===== config.mk =====
export PLATFORM = sky130hd
export DESIGN_NAME = hsv_pipe_ctrl
export DESIGN_NICKNAME = d
export VERILOG_FILES = /design/src/rtl/hsv_pipe_ctrl.sv
export SDC_FILE = /design/constraint.sdc
export NUM_CORES = 1
export LEC_CHECK = 0
export BUFFER_PORTS_ARGS = -buffer_cell sky130_fd_sc_hd__buf_2
export CAP_MARGIN = 0
export CORE_AREA = 8 8 98 100
export DETAILED_ROUTE_END_ITERATION = 12
export DIE_AREA = 0 0 106 108
export GPL_ROUTABILITY_DRIVEN = 0
export HOLD_SLACK_MARGIN = 0.05
export PLACE_DENSITY_LB_ADDON = 0.25
export SKIP_LAST_GASP = 1
export SLEW_MARGIN = 20
export SYNTH_ARGS = -nofsm -noshare
export SYNTH_HDL_FRONTEND = slang
export SYNTH_SLANG_ARGS = --single-unit
export TNS_END_PERCENT = 50

===== constraint.sdc =====
create_clock -name clk -period 3.25 [get_ports clk]
set_input_delay 0.325 -clock clk [delete_from_list [all_inputs] [get_ports clk]]
set_output_delay 0.325 -clock clk [all_outputs]
set_load 0.05 [all_outputs]

===== src/rtl/hsv_pipe_ctrl.sv =====
// Stage-enable / valid-bit sequencer and per-frame pixel counter for the RGB->HSV pipeline.
// Optional feature: define HSV_PIPE_CTRL_STALL_CNT_EN to add the saturating stall_cnt output.
module hsv_pipe_ctrl #(
    parameter int unsigned NUM_STAGES = 4,
    parameter int unsigned CNT_W      = 20
) (
    input  logic                  clk,
    input  logic                  rst_n,
    input  logic                  start,
    input  logic [CNT_W-1:0]      frame_len,
    input  logic                  abort,
    input  logic                  in_valid,
    output logic                  in_ready,
    output logic [NUM_STAGES-1:0] stage_en,
    output logic                  out_valid,
    input  logic                  out_ready,
    output logic                  busy,
    output logic                  frame_done,
    output logic [CNT_W-1:0]      pix_out_cnt
`ifdef HSV_PIPE_CTRL_STALL_CNT_EN
    ,
    output logic [CNT_W-1:0]      stall_cnt
`endif
);

    typedef enum logic [1:0] {S_IDLE, S_RUN, S_DRAIN, S_DONE} state_t;

    state_t                r_state;
    logic [NUM_STAGES-1:0] r_valid;
    logic [CNT_W-1:0]      r_len;
    logic [CNT_W-1:0]      r_in_cnt;
    logic [CNT_W-1:0]      r_out_cnt;

    logic                  w_advance;
    logic                  w_in_ready;
    logic                  w_in_fire;
    logic                  w_out_fire;
    logic [CNT_W-1:0]      w_in_cnt_nxt;
    logic [CNT_W-1:0]      w_out_cnt_nxt;

    // Abort outranks every handshake, so it masks acceptance, enables and result counting.
    assign w_advance     = ~r_valid[NUM_STAGES-1] | out_ready;
    assign w_in_ready    = (r_state == S_RUN) & w_advance & (r_in_cnt != r_len) & ~abort;
    assign w_in_fire     = in_valid & w_in_ready;
    assign w_out_fire    = r_valid[NUM_STAGES-1] & out_ready & ~abort;
    assign w_in_cnt_nxt  = r_in_cnt + CNT_W'(1);
    assign w_out_cnt_nxt = r_out_cnt + CNT_W'(1);

    assign in_ready    = w_in_ready;
    assign out_valid   = r_valid[NUM_STAGES-1];
    assign busy        = (r_state == S_RUN) | (r_state == S_DRAIN);
    assign frame_done  = (r_state == S_DONE);
    assign pix_out_cnt = r_out_cnt;

    assign stage_en[0]              = w_in_fire;
    assign stage_en[NUM_STAGES-1:1] = {(NUM_STAGES-1){w_advance & ~abort}} & r_valid[NUM_STAGES-2:0];

    always_ff @(posedge clk or negedge rst_n) begin
        if (!rst_n) begin
            r_state   <= S_IDLE;
            r_valid   <= '0;
            r_len     <= '0;
            r_in_cnt  <= '0;
            r_out_cnt <= '0;
        end else if (abort) begin
            r_state <= S_IDLE;
            r_valid <= '0;
        end else begin
            if (w_advance)
                r_valid <= {r_valid[NUM_STAGES-2:0], w_in_fire};
            if (w_out_fire)
                r_out_cnt <= w_out_cnt_nxt;
            case (r_state)
                S_IDLE: begin
                    if (start) begin
                        r_len     <= frame_len;
                        r_in_cnt  <= '0;
                        r_out_cnt <= '0;
                        r_state   <= (frame_len == '0) ? S_DONE : S_RUN;
                    end
                end
                S_RUN: begin
                    if (w_in_fire) begin
                        r_in_cnt <= w_in_cnt_nxt;
                        if (w_in_cnt_nxt == r_len)
                            r_state <= S_DRAIN;
                    end
                end
                S_DRAIN: begin
                    if (w_out_fire && (w_out_cnt_nxt == r_len))
                        r_state <= S_DONE;
                end
                default: r_state <= S_IDLE;
            endcase
        end
    end

`ifdef HSV_PIPE_CTRL_STALL_CNT_EN
    logic [CNT_W-1:0] r_stall_cnt;

    always_ff @(posedge clk or negedge rst_n) begin
        if (!rst_n) begin
            r_stall_cnt <= '0;
        end else if (!abort) begin
            if ((r_state == S_IDLE) && start)
                r_stall_cnt <= '0;
            else if (busy && r_valid[NUM_STAGES-1] && !out_ready && (r_stall_cnt != '1))
                r_stall_cnt <= r_stall_cnt + CNT_W'(1);
        end
    end

    assign stall_cnt = r_stall_cnt;
`endif

endmodule


==> qor.txt <==
Max-cap violations: 0
CP arrival: 3.36 ns
Max Transition Viols Final: 0
post-synthesis register bit count: 66
hold depth: 2
Synth-to-Final Area Change: 14.3%
Die Y: 108 um
routed wire length: 12300 um
Seq/Total Area, Yosys: 0.361
# DRC: 0
Vias/cell: 6.23
global-route wire length before repair: 20100 um
Post-synth top cells: dfrtp_1 (66), xnor2_1 (43), nor2_1 (42)
Final Hold Fails: 0
Design Area, Final: 0.00523 mm2
share of cells above drive strength 1: 0.226
vias in the first global route: 4002
clk_skew: 0.0110 ns
fin crit share: 0.962
CTS H-tree depth: 3
fin crit period: 3.13 ns
fin cells: 679
hold crit path type: in2reg
die area: 0.0114 mm2
CTS root buffer: clkbuf_8
initial antenna violation count: 0
syn avg cell area: 8.87 um2
Antenna diodes: 0
launching element type of the critical path: register
synthesized net count: 548
leading area contributor after synthesis: dfrtp_1
CTS sink cnt: 66
Num CTS Buffers: 9
RSZ-0062 raised after global routing: false
dpl cells: 662
hold slack: 0.227 ns
power per cell area: 602 mW/mm2
Starting Density: 0.568
initial drt markers: 275
Ports: 54
Sequential Area: 0.00166 mm2
vias: 4230
Multi-input gate area: 0.00276 mm2
R2R cell count: 8
Nets: 601
EDFF count, synth: 0
Filler Cell Count: 673
hpwl dp: 9140 um
Cell Rows: 33
top-count cell post-synth: dfrtp_1
static leakage: 2.25 nW
Worst setup EP type: register
routed len/inst: 18.2 um
synth top area cells: dfrtp_1 (36%), xnor2_1 (8.2%), mux2_2 (5.4%)
Ys Warns: 0
Post-Syn Area: 0.00457 mm2
Antenna Nets Post-Route: 0
Mapped Cells: 516
Worst Path Max Fanout: 8
Core ar.: 0.00805 mm2
WP data required: 3.48 ns
peak supply drop: 0.000429 V
TritonCTS clock tree: yes
Initial DRT Pass Iterations: 4
TNS Setup: 0 ns
Skew-Pair Late Insertion Delay: 0.35 ns
Crit Path Category: reg2reg
Overflow after GRT: 0
Rel. slew slack: 0.598
CTS Buffer Depth: 2
top-area cell type share of the netlist area: 0.361
FFs w/ async S/R, synth: 1.00
outcome: completed
Worst-Margin Slew: 0.587 ns
prevailing post-synth register cell: dfrtp_1
Clk pin slew, worst setup/hold paths: 0.08 ns
largest net degree at the start of global routing: 38
Max Clk Rate: 320 MHz
GR Util All Layers: 0.217
Distinct cells, synth: 54
Setup-failing EPs final: 0
Placed Area: 0.00502 mm2
PortBufs: 53
die width: 106 um
registers in the layout, indices dropped and copies added, names as in the netlist:
name / count
r_state: 2
r_len: 20
pix_out_cnt: 20
r_valid: 4
r_in_cnt: 20
final cells by class:
type	instances	share of cell area
timing repair buffer	78	0.0895
tap	105	0.0251
inverter	7	0.00502
clock buffer	9	0.0237
multi-input combinational	407	0.527
sequential	66	0.317
clock inverter	7	0.0134
worst max-delay path, cell delays in order (launching register included):
cell and delay [ns]:
dfrtp_2 0.44, nand4_4 0.16, or4_4 0.61, or4_4 0.51, nand3_2 0.08, a32oi_1 0.09
or4_1 0.54, a22oi_2 0.22, mux2_1 0.35
worst paths after layout:
| check | start | to | slack [ns] |
|---|---|---|---|
| worst min-delay path | frame_len[5] | r_len[5] | 0.23 |
| min in group asynchronous | rst_n | pix_out_cnt[2] | 0.48 |
| worst max-delay path | r_in_cnt[8] | r_state[0] | 0.12 |
| worst max register to register | r_in_cnt[8] | r_state[0] | 0.12 |
| max in group asynchronous | rst_n | r_len[18] | 1.99 |
| worst min register to register | pix_out_cnt[19] | pix_out_cnt[19] | 0.53 |
cells in the final DEF, fill, tap and decap left out, types with 3 or more instances in the layout:
master	synthesis	layout
ha_1	6	5
nor4_1	12	12
or2_2	3	3
dfrtp_1	66	63
a31oi_1	5	5
nor2b_1	6	6
o31ai_1	5	5
a22o_1	17	17
clkinv_2	0	3
xnor2_1	43	43
and2_1	8	8
and4_1	4	4
buf_2	5	53
and3_1	8	8
or3_1	13	13
nor2_1	42	41
a21oi_1	15	15
nand2_1	32	32
nand2b_1	7	7
nand4_1	15	15
nor3_1	23	23
mux2i_1	6	6
inv_1	7	7
or4_1	5	5
o31a_1	3	3
xor2_1	21	21
buf_4	1	23
clkbuf_8	0	9
a21o_1	9	9
mux2_2	22	22
dfrtp_2	0	3
o21ai_0	22	22
nand3_1	28	28
per-layer routing:
layer  up-vias  share of wire  routed length, um  GRT usage
li1       1973              -                  -          -
met1      2043           0.44               5430      0.292
met2       190           0.46               5640      0.332
met3        24          0.082               1020     0.0458
met4         0          0.019                238     0.0915
met5         -              0                  0          0
what timing repair did:
action,in CTS,in global routing
buffers inserted,0,0
setup endpoints to repair,0,1
gates resized for setup,0,4
hold endpoints to repair,21,0
hold buffers,1,0
power by group:
part / switching (mW) / internal [mW] / total, mW
Combinational: 0.657 / 0.560 / 1.22
Clock: 0.347 / 0.353 / 0.699
Sequential: 0.262 / 0.972 / 1.23
Total: 1.27 / 1.88 / 3.15
kinds of logic after synthesis:
group                      after synthesis  synth area share
AOI/OAI and AO/OA                       89             0.133
adders and majority gates                6            0.0164
xor gates and xnor gates                64             0.123
DFF                                     66             0.361
buffers and inverters                   43            0.0377
muxes                                   29            0.0697
and+or+nand+nor                        219             0.260
metrics by stage:
stage                     power [mW]   util  setup WS (ns)
final                           3.15  0.650          0.124
after floorplan                 2.10      -          0.154
after detailed placement        2.44  0.623         0.0850
after global routing            3.32  0.650         0.0228
after global placement          2.40  0.623          0.175
after CTS                       3.15  0.649         0.0626
No activity file was read; power rests on OpenSTA's default activity.
